[src/rtl/mem_wb_stage.sv]
// mem_wb_stage: multi-channel MEM/WB register with skid buffer, flush, zero-address gating; MEM_WB_FWD_EN adds forwarding lookup
module mem_wb_stage #(
  parameter int DATA_W = 32,
  parameter int ADDR_W = 5,
  parameter int NUM_CH = 2,
  parameter logic [NUM_CH-1:0] ZERO_MASK = 2'b01
) (
  input  logic                     clk,
  input  logic                     rst,
  input  logic                     flush,
  input  logic                     in_valid,
  output logic                     in_ready,
  input  logic [NUM_CH*ADDR_W-1:0] mem_wd,
  input  logic [NUM_CH-1:0]        mem_wreg,
  input  logic [NUM_CH*DATA_W-1:0] mem_wdata,
  output logic                     out_valid,
  input  logic                     out_ready,
  output logic [NUM_CH*ADDR_W-1:0] wb_wd,
  output logic [NUM_CH-1:0]        wb_wreg,
  output logic [NUM_CH*DATA_W-1:0] wb_wdata,
`ifdef MEM_WB_FWD_EN
  input  logic [ADDR_W-1:0]        fwd_raddr,
  output logic                     fwd_hit,
  output logic [DATA_W-1:0]        fwd_data,
`endif
  output logic [15:0]              stall_cnt
);
  logic main_v, skid_v, in_x, out_x;
  logic [NUM_CH-1:0] main_wreg, skid_wreg, gated;
  logic [NUM_CH*ADDR_W-1:0] skid_wd;
  logic [NUM_CH*DATA_W-1:0] skid_wdata;
  assign in_ready = ~skid_v;
  assign out_valid = main_v;
  assign wb_wreg = main_v ? main_wreg : '0;
  assign in_x = in_valid & ~skid_v;
  assign out_x = main_v & out_ready;
  always_comb begin
    gated = '0;
    for (int c = 0; c < NUM_CH; c++)
      gated[c] = mem_wreg[c] & ~(ZERO_MASK[c] & (mem_wd[c*ADDR_W +: ADDR_W] == '0));
  end
  always_ff @(posedge clk) begin
    if (rst) begin
      main_v <= 1'b0;
      skid_v <= 1'b0;
      wb_wd <= '0;
      main_wreg <= '0;
      wb_wdata <= '0;
      skid_wd <= '0;
      skid_wreg <= '0;
      skid_wdata <= '0;
      stall_cnt <= '0;
    end else begin
      if (main_v && !out_ready && stall_cnt != 16'hFFFF) stall_cnt <= stall_cnt + 16'd1;
      if (flush) begin
        main_v <= 1'b0;
        skid_v <= 1'b0;
      end else if (out_x) begin
        if (skid_v) begin
          wb_wd <= skid_wd;
          main_wreg <= skid_wreg;
          wb_wdata <= skid_wdata;
          skid_v <= 1'b0;
        end else if (in_x) begin
          wb_wd <= mem_wd;
          main_wreg <= gated;
          wb_wdata <= mem_wdata;
        end else main_v <= 1'b0;
      end else if (in_x) begin
        if (main_v) begin
          skid_wd <= mem_wd;
          skid_wreg <= gated;
          skid_wdata <= mem_wdata;
          skid_v <= 1'b1;
        end else begin
          wb_wd <= mem_wd;
          main_wreg <= gated;
          wb_wdata <= mem_wdata;
          main_v <= 1'b1;
        end
      end
    end
  end
`ifdef MEM_WB_FWD_EN
  // later assignments win: skid beats main, lower channel beats higher
  always_comb begin
    fwd_hit = 1'b0;
    fwd_data = '0;
    for (int c = NUM_CH - 1; c >= 0; c--)
      if (main_v && main_wreg[c] && wb_wd[c*ADDR_W +: ADDR_W] == fwd_raddr) begin
        fwd_hit = 1'b1;
        fwd_data = wb_wdata[c*DATA_W +: DATA_W];
      end
    for (int c = NUM_CH - 1; c >= 0; c--)
      if (skid_v && skid_wreg[c] && skid_wd[c*ADDR_W +: ADDR_W] == fwd_raddr) begin
        fwd_hit = 1'b1;
        fwd_data = skid_wdata[c*DATA_W +: DATA_W];
      end
  end
`endif
endmodule

[config.mk]
export PLATFORM = sky130hd
export DESIGN_NAME = mem_wb_stage
export DESIGN_NICKNAME = d
export VERILOG_FILES = /design/src/rtl/mem_wb_stage.sv
export SDC_FILE = /design/constraint.sdc
export NUM_CORES = 1
export LEC_CHECK = 0
export ABC_AREA = 1
export BUFFER_PORTS_ARGS = -buffer_cell sky130_fd_sc_hd__buf_2
export CORE_UTILIZATION = 54
export CTS_CLUSTER_DIAMETER = 30
export DETAILED_ROUTE_END_ITERATION = 12
export GPL_ROUTABILITY_DRIVEN = 0
export GPL_TIMING_DRIVEN = 0
export PLACE_DENSITY = 0.8
export SYNTH_ARGS = -nofsm -noshare
export SYNTH_HDL_FRONTEND = slang
export SYNTH_SLANG_ARGS = --single-unit
[constraint.sdc]
create_clock -name clk -period 1.8 [get_ports clk]
set_clock_uncertainty 0.1 [all_clocks]
set_input_delay 0.36 -clock clk [delete_from_list [all_inputs] [get_ports clk]]
set_output_delay 0.36 -clock clk [all_outputs]
set_load 0.02 [all_outputs]
== Word-level counts from Yosys, hierarchy flattened ==
Cells that the tools add are included.
Storage, ports and cells
  logic and storage cells: 53
  bits in latches: 0
  register bits after elaboration: 170
  input port bits: 81
  ROM bits: 0
  memory bits (writable): 0
  memories: 0
  output and inout port bits: 94
Operators by class
  reductions and logical operators: 12
  bitwise operators: 7
  add/subtract/negate cells: 1
  multipliers: 0
  divide/modulo/power cells: 0
  multiplexer cells: 20
  order comparisons: 0
  shift-type cells: 0
  equality and inequality tests: 4
Operator list (count)
  64-bit 2-to-1 mux: 5
  10-bit 2-to-1 mux: 5
  16-bit by 1-bit adder with 16-bit output (second input constant): 1
  16-bit != test (second input constant): 1
  2-bit 2-to-1 mux: 6
  4-bit AND reduction: 2
  5-bit logical NOT: 1
  1-bit 2-to-1 mux: 4
  2-bit != test (second input constant): 2
  1-bit inverter: 4
  2-bit nonzero test: 2
  1-bit bitwise AND: 3
  3-bit AND reduction: 1
  3-bit OR reduction: 1
  1-bit logical AND: 2
  2-bit by 1-bit != test with 1-bit output (second input constant): 1
  2-bit AND reduction: 1
  2-bit OR reduction: 1
  1-bit logical NOT: 1

== Depth between registers and ports, before layout ==
  word-level depth: 6
  gate-level depth with buffers: 9
  depth with buffers taken out: 9

== Worst setup path after synthesis ==
No wires, ideal clock.
  path kind: register -> register
  start point: reg stall_cnt[0]
  end point: reg stall_cnt[2]
  cell stages (with the launch flop): 9
  slack: 0.013 ns
  data arrival time: 1.617 ns
  required time: 1.630 ns
  cells stage by stage: dfxtp_1 > ha_1 > nand2_1 > nor2_1 > nand2_1 > o21ai_0 > buf_2 > nand2_1 > a21oi_1
Between the ends
  longest elaborated chain between the ends: 2
  elaborated cells on any way between the ends: 3
  classes of those cells: add/sub: 1; eq/ne: 1; reduce/logical: 1
Ends and longest elaborated chain
  from (decl): line 26  | output logic [15:0] stall_cnt
  from (signal assigned): line 54  | if (main_v && !out_ready && stall_cnt != 16'hFFFF) stall_cnt <= stall_cnt + 16'd1;
  branches (longest 2 deep; another with 16-bit by 1-bit adder with 16-bit output)
Parallel ways; which one is timed is not known.
A chain may end at the register's enable or synchronous reset.

== Worst setup path in the final report ==
  start point: reg skid_v
  end point: reg wb_wdata[26]
Between the ends
  longest elaborated chain between the ends: 4
  elaborated cells on any way between the ends: 7
  classes of those cells: mux: 2; bitwise: 2; reduce/logical: 3
Ends and longest elaborated chain
  from (decl): line 28  | logic main_v, skid_v, in_x, out_x;
  from (signal assigned): line 45  | skid_v <= 1'b0;
  from (signal assigned): line 57  | skid_v <= 1'b0;
  from (signal assigned): line 63  | skid_v <= 1'b0;
  1-bit inverter: line 35  | assign in_x = in_valid & ~skid_v;
  1-bit bitwise AND: line 35
  2-bit nonzero test (no line)
  4-bit AND reduction (no line)
  to (signal assigned): line 62  | wb_wdata <= skid_wdata;
  to (signal assigned): line 67  | wb_wdata <= mem_wdata;
  to (signal assigned): line 78  | wb_wdata <= mem_wdata;
  to (decl): line 20  | output logic [NUM_CH*DATA_W-1:0] wb_wdata,
Parallel ways exist; a longest one is shown, timed or not.

==> run summary <==
Initial antenna violation count: 1
Max-slew headroom: 0.5768
Mapped Area: 7262 µm²
Number of global-route vias before repair: 6616
Leakage: 4.175 nW
Yosys top cell area share: 0.4686
Final Setup Violations: 0
Top post-synthesis cells by count: 202 x nand2_1, 185 x o21ai_0, 170 x dfxtp_1, 128 x inv_1, 127 x a21oi_1
Synth Register Bits: 170
Pre-antenna DRT Iters: 5
DR vias: 7272
Final WL: 19.20 mm
Power Dens Cells: 934.0 nW/µm²
Die area: 13920 µm²
Share of layout cells above drive strength 1: 0.2208
Routed len/inst: 13.54 µm
Layout Cells excl Fill: 1418
Post-synthesis sequential area ratio: 0.4686
Synth Warn #: 0
Gr ovfl total: 0
Reg clk slew, reported paths: 0.06 ns
Pre-CTS WS: -0.2887 ns
Achievable Freq: 572.0 MHz
Period utilisation layout: 0.9712
GR Util All Layers: 0.2785
Reg power frac: 0.465
Synth area leaders: dfxtp_1 47%, o21ai_0 13%, nand2_1 10%
Core footprint: 13190 µm²
Internal Power: 6.469 mW
Status: completed
Clock latency on the worst-skew pair: 0.42 ns
Clk pwr share: 0.438
DRC viols: 0
Worst endpoint data arrival time: 1.96 ns
Largest net degree at the start of global routing: 17
Root buffer cell: clkbuf_16
Global-route wire length before repair: 31.06 mm
Synth Net Count: 1112
Crit path kind: flop to flop
Worst Path Max Fanout: 10
Cells after Synth: 1030
HP Class: primary input to flop
Comb pwr share: 0.097
Initial DRC Count: 551
H-tree Lvls: 4
Layout Cell Area excl Fill: 9096 µm²
Post-synth EDFFs: 0
Startpoint class of the critical path: flop
Final Hold Viols: 0
Die extent in y: 118.0 µm
Switching share of power: 0.2386
Peak supply drop: 0.0007198 V
Most frequent cell after synthesis: nand2_1
Number of I/O port buffers: 174
Clock buffer depth: 2
Critical path capture point type: flop
CTS buffer count: 17
Biggest area consumer among synthesized cells: dfxtp_1
PnR worst setup slack: 0.05179 ns
CTS sink count: 170
Placed cell areas: 8353 µm²
Mean post-synth cell area: 7.050 µm²
Top FF cell, synth: dfxtp_1
Starting Density: 0.5506
Async SR Flop Fraction: 0
Placed cells: 1380
Cell row count: 42
P&R area growth vs syn: 25.26%
Die X: 118.0 µm
DP HPWL: 13.30 mm
Via density: 5.128
Ports: 175
Max-slew violations: 0
Tmin final: 1.748 ns
CTS tree: built
Number of max-cap violations: 0
Slew @ Worst Pin: 0.6349 ns
Psw: 2.027 mW
Nets: 1311
ANT nets after route: 0
Req. time, crit path: 2.01 ns
Synth cell types: 26
-- logic make-up (layout without fill, tap and decap cells) --
kind of cell	after synthesis	in the layout	share of synthesized area
other cells	0	1	0
simple gates	326	326	0.1780
buf+inv	200	411	0.1175
compound gates	327	327	0.2269
flops	170	170	0.4686
fa+ha+maj	1	1	0.001723
xor+xnor	6	6	0.007236
-- what timing repair did --
item,in CTS,in global routing
hold buffers,0,0
setup buffers,2,4
endpoints found under the setup margin,151,157
pin swaps,1,5
resized for setup,11,65
-- cell usage in the layout, fill, tap and decap left out, types with 2 or more instances in the layout --
cell	n
o21ai_1	31
xnor2_1	2
buf_2	188
o21ai_0	163
dfxtp_1	167
nor2_4	2
nor2_1	97
inv_1	128
clkinv_2	4
a21oi_1	127
nand2_1	201
clkbuf_8	3
a31oi_1	3
nor2_2	3
nand4_1	6
clkbuf_16	17
buf_6	13
clkbuf_2	10
bufinv_16	3
nand3_1	11
clkbuf_1	24
dfxtp_4	2
inv_2	3
xor2_1	4
clkbuf_4	4
nand2_2	2
buf_4	12
-- per-stage QoR --
step	utilization	total power [mW]	TNS [ns]	hold slack, ns
floorplan	-	4.502	0	0.3239
global placement	0.6333	4.817	-14.23	0.3304
detailed placement	0.6333	4.829	-16.09	0.3334
CTS	0.6816	8.498	-0.3013	0.06211
global route	0.6896	8.769	-0.01794	0.07972
finish	0.6896	8.496	0	0.06868
-- routing by layer --
metal | routed length, µm | part of all wire | GRT usage
met1 | 8593 | 0.45 | 0.3599
met5 | 0 | 0 | 0
met4 | 502 | 0.026 | 0.1266
met3 | 1036 | 0.054 | 0.05766
met2 | 9067 | 0.47 | 0.4467
-- state kept, by name (all words and copies together), names as in the netlist --
| name | count |
|---|---|
| main_wreg | 2 |
| out_valid | 1 |
| skid_v | 1 |
| skid_wd | 10 |
| skid_wdata | 64 |
| skid_wreg | 2 |
| stall_cnt | 16 |
| wb_wd | 10 |
| wb_wdata | 64 |
-- area by class of cell --
class | instances | area, µm²
flip-flops and latches | 170 | 3412
plain buffers | 68 | 416.7
fillers | 1195 | 4094
inverters | 132 | 498.0
clock inverters | 8 | 117.6
well taps | 176 | 220.2
clock buffers | 23 | 478.0
diodes | 1 | 2.502
repair buffers | 180 | 919.6
multi-input cells | 660 | 3032
-- critical path: stages, from the launching register on --
cell and delay [ns]:
dfxtp_1 0.34, inv_2 0.09, nand2_2 0.09, nand2_1 0.18, nand3_4 0.15, buf_6 0.19
buf_4 0.18, o21ai_0 0.24, a21oi_1 0.06
-- power groups by stage --
stage | Combinational (mW) | Sequential [mW] | Clock (mW)
after floorplan | 0.340 | 4.16 | 0
after global placement | 0.785 | 4.03 | 0
after detailed placement | 0.794 | 4.04 | 0
after CTS | 0.806 | 3.95 | 3.74
after global routing | 0.910 | 3.96 | 3.89
final | 0.823 | 3.95 | 3.72
-- path summary, 6_finish.rpt --
check                            startpoint                           to  slack, ns  cells after the start
hold / removal                mem_wdata[14]  skid_wdata[14]$_SDFFE_PP0P_       0.07                      3
setup / recovery        skid_v$_SDFFE_PP0P_    wb_wdata[26]$_SDFFE_PP0P_       0.05                      8
hold reg to reg   wb_wdata[19]$_SDFFE_PP0P_    wb_wdata[19]$_SDFFE_PP0P_       0.34                      2
setup reg to reg        skid_v$_SDFFE_PP0P_    wb_wdata[26]$_SDFFE_PP0P_       0.05                      8
No activity file was read; power rests on OpenSTA's default activity.
